===== src/rtl/tag_ct_arbiter.sv =====
`default_nettype none
// ============================================================================
// Module  : tag_ct_arbiter
// Purpose : Round-robin merge of two tag/count requesters into one registered
//           output word. Optional same-tag coalescing: TAG_CT_ARBITER_COALESCE_EN
// Revision: 1.0
// ============================================================================
module tag_ct_arbiter #(
  parameter int NTAG = 11,
  parameter int NCT  = 9,
  parameter int NCNT = 16
) (
  input  logic            clk,
  input  logic            reset,
  input  logic [NTAG-1:0] in0_tag,
  input  logic [NCT-1:0]  in0_ct,
  input  logic            in0_v,
  output logic            in0_a,
  input  logic [NTAG-1:0] in1_tag,
  input  logic [NCT-1:0]  in1_ct,
  input  logic            in1_v,
  output logic            in1_a,
  output logic [NTAG-1:0] out_tag,
  output logic [NCT-1:0]  out_ct,
  output logic            out_v,
  input  logic            out_a,
  input  logic [1:0]      conf_en,
  output logic [NCNT-1:0] grant_cnt0,
  output logic [NCNT-1:0] grant_cnt1
);

  logic            out_v_q, out_v_d;
  logic [NTAG-1:0] out_tag_q, out_tag_d;
  logic [NCT-1:0]  out_ct_q, out_ct_d;
  logic            last_grant_q, last_grant_d;
  logic [NCNT-1:0] cnt0_q, cnt0_d;
  logic [NCNT-1:0] cnt1_q, cnt1_d;

  logic            elig0, elig1, win1, any_elig, reg_free, merge_ok, accept;
  logic [NTAG-1:0] win_tag;
  logic [NCT-1:0]  win_ct;

`ifdef TAG_CT_ARBITER_COALESCE_EN
  logic [NCT:0]    ct_sum;
  assign ct_sum   = {1'b0, out_ct_q} + {1'b0, win_ct};
  // Merge only into a stalled word with the same tag, and only if the sum fits.
  assign merge_ok = out_v_q & ~out_a & (win_tag == out_tag_q) & ~ct_sum[NCT];
`else
  assign merge_ok = 1'b0;
`endif

  always_comb begin
    elig0    = in0_v & conf_en[0];
    elig1    = in1_v & conf_en[1];
    any_elig = elig0 | elig1;
    // On a tie the requester that did not win last time gets the grant.
    win1     = elig1 & (~elig0 | ~last_grant_q);
    win_tag  = win1 ? in1_tag : in0_tag;
    win_ct   = win1 ? in1_ct  : in0_ct;
    reg_free = ~out_v_q | out_a;
    accept   = any_elig & (reg_free | merge_ok);
    in0_a    = accept & ~win1;
    in1_a    = accept & win1;
  end

  always_comb begin
    out_v_d      = out_v_q;
    out_tag_d    = out_tag_q;
    out_ct_d     = out_ct_q;
    last_grant_d = last_grant_q;
    cnt0_d       = cnt0_q + {{(NCNT-1){1'b0}}, in0_a};
    cnt1_d       = cnt1_q + {{(NCNT-1){1'b0}}, in1_a};
    if (accept) begin
      last_grant_d = win1;
      if (reg_free) begin
        out_v_d   = 1'b1;
        out_tag_d = win_tag;
        out_ct_d  = win_ct;
      end else begin
        out_ct_d  = out_ct_q + win_ct;
      end
    end else if (out_v_q && out_a) begin
      out_v_d = 1'b0;
    end
  end

  always_ff @(posedge clk or negedge reset) begin
    if (!reset) begin
      out_v_q      <= 1'b0;
      out_tag_q    <= '0;
      out_ct_q     <= '0;
      last_grant_q <= 1'b1;
      cnt0_q       <= '0;
      cnt1_q       <= '0;
    end else begin
      out_v_q      <= out_v_d;
      out_tag_q    <= out_tag_d;
      out_ct_q     <= out_ct_d;
      last_grant_q <= last_grant_d;
      cnt0_q       <= cnt0_d;
      cnt1_q       <= cnt1_d;
    end
  end

  assign out_v      = out_v_q;
  assign out_tag    = out_tag_q;
  assign out_ct     = out_ct_q;
  assign grant_cnt0 = cnt0_q;
  assign grant_cnt1 = cnt1_q;

endmodule
`default_nettype wire


===== config.mk =====
export PLATFORM = sky130hd
export DESIGN_NAME = tag_ct_arbiter
export DESIGN_NICKNAME = d
export VERILOG_FILES = /design/src/rtl/tag_ct_arbiter.sv
export SDC_FILE = /design/constraint.sdc
export NUM_CORES = 1
export LEC_CHECK = 0
export CAP_MARGIN = 10
export CORE_AREA = 2 2 84 86
export CTS_CLUSTER_SIZE = 14
export DETAILED_ROUTE_END_ITERATION = 16
export DIE_AREA = 0 0 86 88
export PLACE_DENSITY_LB_ADDON = 0.08
export SYNTH_ARGS = -nofsm -noshare
export SYNTH_HDL_FRONTEND = slang
export SYNTH_SLANG_ARGS = --single-unit

===== constraint.sdc =====
create_clock -name clk -period 2.9 [get_ports clk]
set_input_delay 0.58 -clock clk [delete_from_list [all_inputs] [get_ports clk]]
set_output_delay 0.58 -clock clk [all_outputs]
set_load 0.005 [all_outputs]

[Word level (Yosys, flattened, before mapping)]
Cells that the tools add are included.
Word-level totals
  input port bits: 47
  word-level logic and storage cells: 33
  flip-flop bits (word level): 54
Cells by class
  equal/unequal tests: 1
  mux-type cells: 6
  add/sub/neg operators: 3
  reductions and logical operators: 4
  bitwise gates (word level): 13
Operator list (number)
  $add A16 B1 Y16: 2
  $mux W9: 2
  $mux W11: 1
  $add A9 B9 Y9: 1
  $and A1 B1 Y1: 6
  $not A1 Y1: 4
  $reduce_and A2 Y1: 2
  $mux W1: 3
  $or A1 B1 Y1: 3
  $ne A2 B2 Y1 const B: 1
  $reduce_bool A2 Y1: 1
  $logic_and A1 B1 Y1: 1

[Logic depth before layout (Yosys ltp)]
  word-level depth: 7
  gate-level depth with buffers: 9
  mapped depth without buffers: 8

[Worst setup path before layout]
No wires, ideal clock.
  path kind: input port to flip-flop
  from: input in0_v
  to: register cnt1_q[14], in the netlist grant_cnt1[14]
  data arrival time: 2.335 ns
  stages: 8
  path slack: 0.486 ns
  required time: 2.821 ns
  cell sequence: and3_1 > buf_2 > nor3_1 > ha_1 > ha_1 > nand4_2 > nor4_2 > xor2_1
Between the ends
  word-level cells in the longest chain between the ends: 6
  elaborated cells on any way between the ends: 8
  classes of those cells: add/sub (1); bitwise (7)
Ends and longest elaborated chain
  from (decl): RTL line 17  | input logic in0_v,
  $and A1 B1 Y1 *: RTL line 53  | elig0 = in0_v & conf_en[0];
  $not A1 Y1: RTL line 57  | win1 = elig1 & (~elig0 | ~last_grant_q);
  $or A1 B1 Y1: RTL line 57
  $and A1 B1 Y1: RTL line 57
  $and A1 B1 Y1 *: RTL line 63  | in1_a = accept & win1;
  via in1_a: RTL line 22  | output logic in1_a,
  $add A16 B1 Y16 *: RTL line 72  | cnt1_d = cnt1_q + {{(NCNT-1){1'b0}}, in1_a};
  via cnt1_d[14]: RTL line 37  | logic [NCNT-1:0] cnt1_q, cnt1_d;
  to (signal assigned): RTL line 101  | cnt1_q <= cnt1_d;
  to (decl): RTL line 37
Mark *: on every way through the listed nets, which the timed path passes. The rest lies on a longest branch.
A chain may end at the register's enable or synchronous reset.

[Worst setup path in the final report]
  from: input out_a
  to: output in0_a
Between the ends
  word-level cells in the longest chain between the ends: 3
Ends and longest elaborated chain
  from (decl): RTL line 26  | input logic out_a,
  $or A1 B1 Y1: RTL line 60  | reg_free = ~out_v_q | out_a;
  $and A1 B1 Y1: RTL line 61  | accept = any_elig & (reg_free | merge_ok);
  $and A1 B1 Y1: RTL line 62  | in0_a = accept & ~win1;
  to (decl): RTL line 18  | output logic in0_a,
Every way passes these cells.

==> out/qor.csv <==
stage,metric,value,unit
run_status,status,"complete, no violations",
clock_tree,clk sinks,54,
worst_hold_path,Hold WC Path Type,in2async,
floorplan,Initial Util,38.9,%
timing,Tcrit/Tclk final,96.3,%
yosys,mapped cell area,2580,µm²
setup_path,Worst Setup SP,out_a,
placed_design,dpl cells,407,
routing,drt first pass iters,4,
floorplan,die width,86,µm
power_and_ir_drop,switching share of power,27.8,%
cells_and_area,register area,1350,µm²
setup_path,CP Capture Type,output port,
global_route,largest net degree at the start of global routing,55,
power_and_ir_drop,Internal,1.53,mW
yosys,Synth Area per Inst,11.3,µm²
setup_path,"slowest stage delay, CP",530,ps
setup_path,R2R Setup Slk,780,ps
timing,Tmin final,2790,ps
yosys,Yosys warnings,0,
timing,"Setup violations, final",0,
timing,Pins Over Slew Limit,0,
timing,final setup TNS,0,ps
setup_path,worst reg2reg path startpoint,out_v$_DFFE_PN0P_,
yosys,Main synth FF type,dfrtp_1,
timing,clk_skew,9.59,ps
cells_and_area,Multi-input gate area,1140,µm²
cells_and_area,antenna cells,0,
floorplan,Ports,102,
clock_tree,Root Driver,clkbuf_8,
power_and_ir_drop,PD cells,554,nW/µm²
placed_design,Placer Congestion,0.742,
power_and_ir_drop,Clock power frac,23.4,%
clock_tree,H-tree Lvls,2,
yosys,synth unique cells,31,
yosys,asr flop ratio synth,100,%
setup_path,WS Path Type,in2out,
setup_path,FF-to-FF End,grant_cnt0[12]$_DFF_PN0_,
clock_tree,clk_lat worst skew,310,ps
cells_and_area,Layout Area Growth over Synthesis,48.3,%
placed_design,Port Buffers,101,
global_route,initial antenna violation count,0,
routing,WL/cell,15.9,µm
setup_path,"slowest stage cell, crit path",clkdlybuf4s50_1,
floorplan,die height,88,µm
timing,fmax,0.358,GHz
cells_and_area,share of cells above drive strength 1,10.4,%
setup_path,Critical Path AT,2210,ps
yosys,sequential area share after synthesis,52.3,%
timing,final hold slack,396,ps
cells_and_area,Layout Cells excl Fill,415,
setup_path,crit-path cells,clkdlybuf4s50_1 -> and2b_1 -> or2_2 -> nor2_2 -> clkdlybuf4s50_1,
floorplan,die area,7570,µm²
global_route,first-pass GRT wire length,10.9,mm
cells_and_area,# nets final,385,
yosys,"EDFF count, synth",0,
setup_path,CP max FO,3,
clock_tree,"CTS clk-pin slew, worst paths",90,ps
global_route,total global routing overflow,0,
floorplan,num rows,30,
setup_path,CP endpoint,in0_a,
routing,DR vias,2195,
routing,DRT iter0 DRCs,41,
routing,vias per cell,5.29,
power_and_ir_drop,sequential power share,48.2,%
yosys,flip-flop and latch count after synthesis,54,
flow_run,Max Cap Viol,0,
routing,final wirelength,6.61,mm
power_and_ir_drop,overall power,2.12,mW
timing,Final Hold Viols,0,
floorplan,Core Region,6640,µm²
setup_path,most frequent CP cell,clkdlybuf4s50_1,
yosys,Mapped Cells,228,
power_and_ir_drop,cell leakage power,1.61,nW
power_and_ir_drop,NetSw,0.591,mW
global_route,vias in the first global route,2236,
routing,Final ANT Viol Nets,0,
placed_design,detailed placement HPWL,4.61,mm
global_route,Overall Global Routing Usage,18.2,%
clock_tree,"Setup Fix Bufs, Post-CTS",0,
clock_tree,Max Root-Sink Buffers,2,
power_and_ir_drop,Worst VDD drop,0.390,mV
setup_path,WP data required,2320,ps
setup_path,R2R depth,8,
cells_and_area,FILL cells,593,
timing,RSZ-0062 raised after global routing,no,
timing,actual slew at the worst max-slew pin,682,ps
timing,Slew HR,54.5,%
clock_tree,CTS Buf Count,5,
routing,DRC Markers,0,
power_and_ir_drop,Comb power frac,28.3,%
clock_tree,CTS tree,yes,
yosys,syn_nets,279,
setup_path,Setup crit start kind,input port,
-- layer usage --
layer | part of all wire [%] | track usage, % | routed length, µm
met5 | 0 | 0 | 0
met4 | 0.89 | 5.92 | 59
met3 | 5.2 | 3.02 | 346
met2 | 46 | 28.8 | 3010
met1 | 48 | 25.7 | 3200
-- worst min path at each step --
stage / end / slack (ps) / depth (start not counted)
floorplan: grant_cnt0[0]$_DFF_PN0_ / 280 / 0
global placement: grant_cnt0[15]$_DFF_PN0_ / 460 / 1
detailed placement: grant_cnt0[15]$_DFF_PN0_ / 460 / 1
CTS: out_ct[7]$_DFFE_PN0P_ / 420 / 2
global route: out_ct[7]$_DFFE_PN0P_ / 430 / 2
finish: out_ct[7]$_DFFE_PN0P_ / 400 / 2
-- critical path: cells and delay by family --
kind | cells | cell delay (ps)
buffers and inverters | 2 | 990
AND/OR/NAND/NOR | 3 | 640
-- synth_stat cells (all sizes together), types with 2 or more instances --
cell type | n | area share, %
nor4 | 8 | 2.7
o21ai | 20 | 3.9
nor2 | 7 | 1.3
nor3 | 9 | 1.7
xnor2 | 11 | 3.7
ha | 4 | 1.9
inv | 7 | 1.0
nand2 | 7 | 1.0
clkbuf | 7 | 1.1
buf | 8 | 1.5
and3 | 2 | 0.48
a311oi | 19 | 6.4
xor2 | 17 | 5.8
a2bb2oi | 19 | 6.4
nand3 | 14 | 2.9
nand4 | 8 | 3.6
dfrtp | 53 | 51
-- power groups by stage --
stage	logic [mW]	registers, mW	clock network [mW]
finish	0.602	1.02	0.498
global route	0.663	1.05	0.550
CTS	0.612	1.03	0.521
detailed placement	0.608	1.04	0
global placement	0.603	1.04	0
floorplan	0.200	1.03	0
-- metrics by stage --
stage | setup WS [ps] | util [%] | instance area, µm²
after global placement | 20.9 | 56.0 | 3720
after global routing | 14.2 | 57.7 | 3830
after CTS | 31.0 | 57.6 | 3830
after floorplan | 486 | - | 2580
final | 106 | 57.7 | 3830
after detailed placement | 45.2 | 56.0 | 3720
-- area by class of cell --
cell class	count	share of cell area [%]
Sequential cell	54	35.3
Inverter	7	0.686
Clock buffer	5	1.80
Tap cell	80	2.61
Multi-Input combinational cell	152	29.8
Timing Repair Buffer	114	28.8
Clock inverter	3	1.05
-- registers in the layout, summed over array words and instances, names as in the netlist --
signal	cells
grant_cnt0	16
grant_cnt1	16
out_tag	11
out_ct	9
last_grant_q	1
out_v	1
-- placed cells by master (no fill, tap or decap), types with 3 or more instances in the layout --
| cell | count |
|---|---|
| clkbuf_8 | 5 |
| a2bb2oi_1 | 19 |
| dfrtp_1 | 53 |
| nor4_1 | 5 |
| clkdlybuf4s50_1 | 100 |
| nor2_1 | 5 |
| xnor2_1 | 11 |
| buf_4 | 13 |
| a311oi_1 | 19 |
| nand4_1 | 4 |
| nor3_1 | 9 |
| ha_1 | 4 |
| inv_1 | 7 |
| o21ai_0 | 20 |
| nor4_2 | 3 |
| nand2_1 | 7 |
| nand3_1 | 13 |
| xor2_1 | 17 |
-- kinds of logic (layout without fill, tap and decap cells) --
family	Yosys count	in the layout	share of synthesized area [%]
adder cells (fa/ha/maj)	4	4	1.94
flip-flops	54	54	52.3
XOR/XNOR	28	28	9.49
buffers and inverters	22	129	3.63
AO/OA/AOI/OAI	61	61	17.9
AND/OR/NAND/NOR	59	59	14.7
-- what timing repair did --
action | CTS | global route
resized for setup | 0 | 1
setup endpoints to repair | 0 | 1
hold buffers | 0 | 0
No activity file was read; power rests on OpenSTA's default activity.
